File: config.mk
export PLATFORM = sky130hd
export DESIGN_NAME = seq_detector_param
export DESIGN_NICKNAME = d
export VERILOG_FILES = /design/src/rtl/seq_detector_param.sv
export SDC_FILE = /design/constraint.sdc
export NUM_CORES = 1
export LEC_CHECK = 0
export CAP_MARGIN = 5
export CORE_UTILIZATION = 50
export DETAILED_ROUTE_END_ITERATION = 8
export PLACE_DENSITY = 0.76
export RECOVER_POWER = 100
export SETUP_SLACK_MARGIN = 0.15
export SKIP_LAST_GASP = 1
export SLEW_MARGIN = 15
export SYNTH_ARGS = -nofsm -noshare
export SYNTH_HDL_FRONTEND = slang
export SYNTH_SLANG_ARGS = --single-unit
File: constraint.sdc
create_clock -name clk -period 2.9 [get_ports clk]
set_clock_uncertainty 0.1 [all_clocks]
set_input_delay 0.87 -clock clk [delete_from_list [all_inputs] [get_ports clk]]
set_output_delay 0.87 -clock clk [all_outputs]
set_load 0.01 [all_outputs]
File: src/rtl/seq_detector_param.sv
// Serial pattern detector with a parametrised pattern, run-time overlap mode,
// valid-gated input and a saturating match counter. Moore output y.
module seq_detector_param #(
    parameter int               PAT_W   = 4,
    parameter logic [PAT_W-1:0] PATTERN = 4'b1011,
    parameter int               CNT_W   = 8
) (
    input  logic             clk,
    input  logic             rst,
    input  logic             din,
    input  logic             din_valid,
    input  logic             overlap,
    input  logic             clear,
    output logic             y,
    output logic [CNT_W-1:0] match_cnt,
    output logic             cnt_sat
);

    localparam int                FILL_W    = $clog2(PAT_W + 1);
    localparam logic [FILL_W-1:0] FILL_FULL = FILL_W'(PAT_W);

    logic [PAT_W-1:0]  win_q, win_d;
    logic [FILL_W-1:0] fill_q, fill_d;
    logic              y_q, y_d;
    logic [CNT_W-1:0]  cnt_q, cnt_d;

    logic [PAT_W-1:0]  win_shift;
    logic [FILL_W-1:0] fill_inc;
    logic              hit;
    logic              sat;

    always_comb begin
        win_shift = {win_q[PAT_W-2:0], din};
        fill_inc  = (fill_q == FILL_FULL) ? fill_q : fill_q + FILL_W'(1);
        // A full window is required, so warm-up garbage never matches.
        hit       = (fill_inc == FILL_FULL) && (win_shift == PATTERN);
        sat       = &cnt_q;
    end

    always_comb begin
        win_d  = win_q;
        fill_d = fill_q;
        y_d    = y_q;
        cnt_d  = cnt_q;
        if (clear) begin
            win_d  = '0;
            fill_d = '0;
            y_d    = 1'b0;
            cnt_d  = '0;
        end else if (din_valid) begin
            win_d = win_shift;
            if (hit) begin
                y_d = 1'b1;
                if (!sat) begin
                    cnt_d = cnt_q + CNT_W'(1);
                end
                // Non-overlapping mode forces PAT_W fresh bits before the next hit.
                fill_d = overlap ? FILL_FULL : '0;
            end else begin
                y_d    = 1'b0;
                fill_d = fill_inc;
            end
        end
    end

    always_ff @(posedge clk or posedge rst) begin
        if (rst) begin
            win_q  <= '0;
            fill_q <= '0;
            y_q    <= 1'b0;
            cnt_q  <= '0;
        end else begin
            win_q  <= win_d;
            fill_q <= fill_d;
            y_q    <= y_d;
            cnt_q  <= cnt_d;
        end
    end

    assign y         = y_q;
    assign match_cnt = cnt_q;
    assign cnt_sat   = sat;

endmodule

==> metrics, run 1 <==
status=finished, final reports clean; Post-synth EDFFs=0; Fmax achieved=roughly 0.38 GHz; post-synthesis async set-or-reset flop share=1.00; Tcrit/Tclk final=0.913; fillcell total=between 100 and 150; synth warn=0; final hold violations=0; vias in the first global route=roughly 700; largest net degree at the start of global routing=16; critical path data required time=~1.9 ns; Initial DRC Count=45; Detailed Place HPWL=1.34 mm; num rows=14; DRC=0; Tightest Pin Transition=between 0.7 and 0.8 ns; Port Buf Inserts=15; prevailing post-synth register cell=dfrtp_1; initial core utilization=0.563; Synth Area per Inst=~10 um^2; ANT cells=0; critical path class=reg2out; Finished Layout Cells=around 140; Die Y=between 40 and 50 um; DRT antenna net count=0; antenna violations before repair=0; Slew headroom=0.515; first-pass GRT wire length=~3.2 mm; CP arrival=between 1.5 and 2 ns; Placer Congestion=roughly 0.73; Top Ports=16; fin. max-slew vios=0; Seq/Total Area, Yosys=0.418; Total GRT Usage=0.231; TritonRoute pass-1 iters=4; Period minus WS final=approximately 2.6 ns; grt total ovfl=0; Max clock buf depth=2; vias after detailed routing=784; Max-Cap Viols=0; crit path launch type=register; multi-input logic area=between 400 and 500 um^2; CTS tree=done; total power=0.384 mW; CTS Root Cell=clkbuf_4; Syn Std Cell Area=roughly 900 um^2; Leak=roughly 0.53 nW; post-synthesis net count=98; Die Footprint=~2000 um^2; vias per cell=a little under 6; P per Cell Area=between 300 and 400 nW/um^2; Post-Syn Instances=89; htree depth=1; placed inst area=between 1000 and 1500 um^2; placed insts=around 130; Die X=44.4 um; Setup-failing EPs final=0; layout cells sized above 1=0.0811; Worst setup EP type=primary output; Synth cell types=30; CP max FO=3; RSZ-0062 raised after global routing=false; Hold Path Class=reg2reg; core area=about 1600 um^2; clk sinks=15; cell area after layout=1100 um^2; TritonCTS buffer count=3; CTS Hold Bufs=0; Wirelength per Cell=~15 um; worst vdd ir=about 300 uV; register area=between 300 and 400 um^2; CTS clock-pin slew for the worst setup and hold paths=0.09 ns; Final #Nets=121; #FFs+latches synth=15; clock latency on the worst-skew pair=between 0.2 and 0.3 ns; final wirelength=around 2 mm; area grow syn2layout=22.6%; setup TNS=0 ns
-- power by group --
group | switching, mW | internal, mW
Clock | 0.0701 | 0.0535
Sequential | 0.00411 | 0.213
Combinational | 0.0244 | 0.0186
Total | 0.0986 | 0.286
-- cells in the mapped netlist (2+ instances only) --
library cell	instances	area, um^2
dfrtp_1	15	375
nor2_1	11	41.3
nor2b_1	6	37.5
mux2_1	5	56.3
nand2_1	5	18.8
nor4_1	5	31.3
a21oi_1	4	20.0
mux2i_1	4	40.0
nand4_1	4	25.0
clkbuf_1	3	11.3
ha_1	3	37.5
inv_1	3	11.3
and4_1	2	17.5
nand3_1	2	10.0
o31ai_1	2	15.0
-- state kept, by name (all words and copies together) (netlist names) --
| name | cells |
|---|---|
| match_cnt | 8 |
| fill_q | 3 |
| win_q | 3 |
| y | 1 |
-- worst max-delay path, stage by stage, from the launching register on --
cell and delay (ns):
dfrtp_1 0.40, ha_1 0.24, and4_1 0.24, nand4_1 0.11
clkinv_1 0.11, dlygate4sd2_1 0.30
-- placed cells by master (no fill, tap or decap) --
cell type	instances
nor4_1	5
a21oi_1	4
o211a_1	1
nor2b_1	6
clkbuf_4	3
nand3_1	2
o211ai_1	1
clkbuf_1	3
o2111ai_1	1
clkinv_1	1
nand4_1	4
clkdlybuf4s50_1	3
mux2_2	1
nor3b_1	1
nand3b_1	1
mux2i_1	4
o31ai_1	2
mux2_1	5
a21boi_1	1
nand2_1	5
or2b_1	1
dfrtp_1	15
o2111a_1	1
inv_1	3
nand2b_1	1
nor2_1	11
dlygate4sd3_1	11
and3b_2	1
buf_4	4
xnor2_1	1
or4_1	1
and4_1	2
ha_1	3
o21ai_0	1
dlygate4sd2_1	1
-- timing repair --
action	4_1_cts	5_1_grt
buffers inserted	4	0
gates resized for setup	1	0
endpoints found under the setup margin	1	0
-- cell families after synthesis --
kind of cell | Yosys count | synth area share
buffers and inverters | 7 | 0.0293
XOR/XNOR | 1 | 0.00976
multiplexers | 10 | 0.120
AO/OA/AOI/OAI | 12 | 0.114
flip-flops | 15 | 0.418
AND/OR/NAND/NOR | 41 | 0.266
adder cells (fa/ha/maj) | 3 | 0.0418
-- area by class of cell --
cell class	instances	area share
Timing Repair Buffer	21	0.170
Clock buffer	4	0.0239
Inverter	4	0.0137
Sequential cell	15	0.341
Tap cell	24	0.0273
Multi-Input combinational cell	67	0.424
-- layer usage --
layer / routed length, um / global-route usage
met2: 898 / 0.350
met5: 0 / 0
met1: 982 / 0.322
met4: 32 / 0.0909
met3: 122 / 0.0490
-- stage by stage --
stage | hold slack [ns] | setup WS [ns] | util
after floorplan | 0.409 | 0.617 | -
after CTS | 0.470 | 0.336 | 0.713
after global placement | 0.431 | 0.239 | 0.678
after global routing | 0.502 | 0.207 | 0.690
after detailed placement | 0.440 | 0.177 | 0.678
final | 0.462 | 0.252 | 0.690
-- worst paths after layout --
| check | from | endpoint | slack, ns | cells past startpoint |
|---|---|---|---|---|
| setup / recovery | match_cnt[0]$_DFFE_PP0P_ | cnt_sat | 0.25 | 5 |
| hold / removal | win_q[0]$_DFFE_PP0P_ | win_q[1]$_DFFE_PP0P_ | 0.46 | 2 |
| setup reg to reg | fill_q[0]$_DFFE_PP0P_ | match_cnt[3]$_DFFE_PP0P_ | 0.38 | 6 |
| hold reg to reg | win_q[0]$_DFFE_PP0P_ | win_q[1]$_DFFE_PP0P_ | 0.46 | 2 |
| max in group asynchronous | rst | match_cnt[7]$_DFFE_PP0P_ | 1.35 | 2 |
| min in group asynchronous | rst | win_q[2]$_DFFE_PP0P_ | 0.97 | 2 |
(Power assumes the default switching activity.)
==> run 2, diff against run 1 <==
- PLACE_DENSITY: 0.76 -> 0.8
==> run 2 against run 1 <==
Clock-buffer cell count stayed put. Critical endpoint unchanged. Maximum frequency increased by 0.87%. Flip-flop and latch count unchanged. Hold slack better by 0.010 ns. Largest power group unchanged. Power up 1.1%. Critical path type unchanged. Wire length shrank 7.3%. Register-to-register slack better by 0.24 ns. First-iteration DRC count shrank 93%. Clock power about the same. Non-clock buffer count grew 1.
==> metrics, run 2 (synthesis gave the netlist of run 1 again) <==
status=finished, final reports clean (unchanged); Leak=0.537 nW (was 0.530 nW); worst vdd ir=412 uV (was 302 uV); cell area after layout=1140 um^2 (was 1100 um^2); Worst setup EP type=primary output (unchanged); vias in the first global route=729 (was 717); Max-Cap Viols=0 (unchanged); Initial DRC Count=3 (was 45); Placer Congestion=0.735 (was 0.729); critical path data required time=1.93 ns (about the same); worst-path cell chain=ha_1, and4_1, nand4_1, clkinv_1, dlygate4sd2_1 (unchanged); Largest register FFs=8 (unchanged); CP peak stage delay=0.40 ns (about the same); Setup-failing EPs final=0 (unchanged); Detailed Place HPWL=1.37 mm (was 1.34 mm); ANT cells=0 (unchanged); DRT antenna net count=0 (unchanged); initial core utilization=0.563 (unchanged); Max clock buf depth=2 (unchanged); htree depth=1 (unchanged); DRC=0 (unchanged); clk sinks=15 (unchanged); Wirelength per Cell=13.9 um (was 15.1 um); grt total ovfl=0 (unchanged); area grow syn2layout=26.6% (was 22.6%); P per Cell Area=342 nW/um^2 (was 349 nW/um^2); setup TNS=0 ns (unchanged); Tcrit/Tclk final=0.905 (was 0.913); largest net degree at the start of global routing=16 (unchanged); Die Y=44.4 um (unchanged); most frequent cells in the layout=dfrtp_1 (15), dlygate4sd3_1 (12), nor2_1 (11) (was dfrtp_1 (15), nor2_1 (11), dlygate4sd3_1 (11)); CTS Root Cell=clkbuf_4 (unchanged); fin. max-slew vios=0 (unchanged); Hold Path Class=reg2reg (unchanged); vias after detailed routing=749 (was 784); num rows=14 (unchanged); antenna violations before repair=0 (unchanged); Tightest Pin Transition=0.575 ns (was 0.726 ns); RSZ-0062 raised after global routing=false (unchanged); post-route worst setup slack=0.274 ns (was 0.252 ns); total power=0.388 mW (was 0.384 mW); Port Buf Inserts=15 (unchanged); Total GRT Usage=0.226 (was 0.231); CTS tree=done (unchanged); pre-CTS WS=0.185 ns (was 0.177 ns); first-pass GRT wire length=3.17 mm (was 3.25 mm); slowest CP cell=dfrtp_1 (unchanged); crit path launch type=register (unchanged); final hold violations=0 (unchanged); core area=1590 um^2 (unchanged); TritonCTS buffer count=3 (unchanged); vias per cell=5.51 (was 5.81); Hold Slack=0.472 ns (was 0.462 ns); Top Ports=16 (unchanged); clock latency on the worst-skew pair=0.29 ns (about the same); Die X=44.4 um (unchanged); Fmax achieved=0.381 GHz (was 0.378 GHz); Die Footprint=1970 um^2 (unchanged); Period minus WS final=2.63 ns (was 2.65 ns); Final #Nets=122 (was 121); critical path class=reg2out (unchanged); CP arrival=1.66 ns (was 1.68 ns); most common cell after layout, fill and taps aside=dfrtp_1 (unchanged); Slew headroom=0.615 (was 0.515); TritonRoute pass-1 iters=4 (unchanged); CTS clock-pin slew for the worst setup and hold paths=0.09 ns (about the same); layout cells sized above 1=0.107 (was 0.0811); final wirelength=1.89 mm (was 2.04 mm); CP max FO=3 (unchanged); placed inst area=1090 um^2 (was 1080 um^2)
==> run 2: changes by cell type in the layout (fill, tap and decap cells not counted), sizes merged <==
| cell | delta |
|---|---|
| dlygate4sd3 | +1 |
| clkdlybuf4s50 | -1 |
| buf | +1 |
==> run 2: path summary, 6_finish.rpt <==
| check | from | to | slack (ns) | cells after the start |
|---|---|---|---|---|
| min in group asynchronous | rst | match_cnt[1]$_DFFE_PP0P_ | 0.96 | 2 |
| max in group asynchronous | rst | fill_q[0]$_DFFE_PP0P_ | 1.36 | 2 |
| worst min-delay path | fill_q[1]$_DFFE_PP0P_ | fill_q[1]$_DFFE_PP0P_ | 0.47 | 2 |
| worst max register to register | fill_q[0]$_DFFE_PP0P_ | match_cnt[7]$_DFFE_PP0P_ | 0.62 | 6 |
| worst min register to register | fill_q[1]$_DFFE_PP0P_ | fill_q[1]$_DFFE_PP0P_ | 0.47 | 2 |
| worst max-delay path | match_cnt[0]$_DFFE_PP0P_ | cnt_sat | 0.27 | 5 |
==> run 2: final cells by class <==
| cell class | instances | area, um^2 |
|---|---|---|
| tap | 24 | 30.0 |
| clock buffer | 4 | 26.3 |
| timing repair buffer | 22 | 194 |
| inverter | 4 | 15.0 |
| sequential | 15 | 375 |
| multi-input combinational | 67 | 495 |
| fill | 128 | 458 |
==> run 2: timing repair <==
item,CTS,global route
resized for setup,1,0
hold buffers,0,0
setup endpoints to repair,1,0
setup buffers,4,0
endpoints found under the hold margin,0,0
==> run 2: where the power goes <==
group,total (mW),leakage [nW],internal [mW],switching [mW]
logic,0.0484,0.315,0.0209,0.0275
registers,0.218,0.207,0.213,0.00468
clock network,0.122,0.0150,0.0534,0.0684
==> run 2: per-layer routing <==
metal  global-route usage  share of wire
met4                0.127          0.019
met2                0.362           0.48
met5                    0              0
met1                0.289           0.47
met3               0.0367          0.031
==> run 2: stage by stage <==
stage               cells   util
floorplan              89      -
global placement      128  0.683
detailed placement    128  0.683
CTS                   136  0.717
global route          136  0.713
finish                136  0.713
==> run 2: worst max-delay path, delay by kind of cell (launching register included) <==
kind | cells | cell delay (ns)
DFF | 1 | 0.40
buffers and inverters | 2 | 0.40
and+or+nand+nor | 2 | 0.33
adders and majority gates | 1 | 0.23
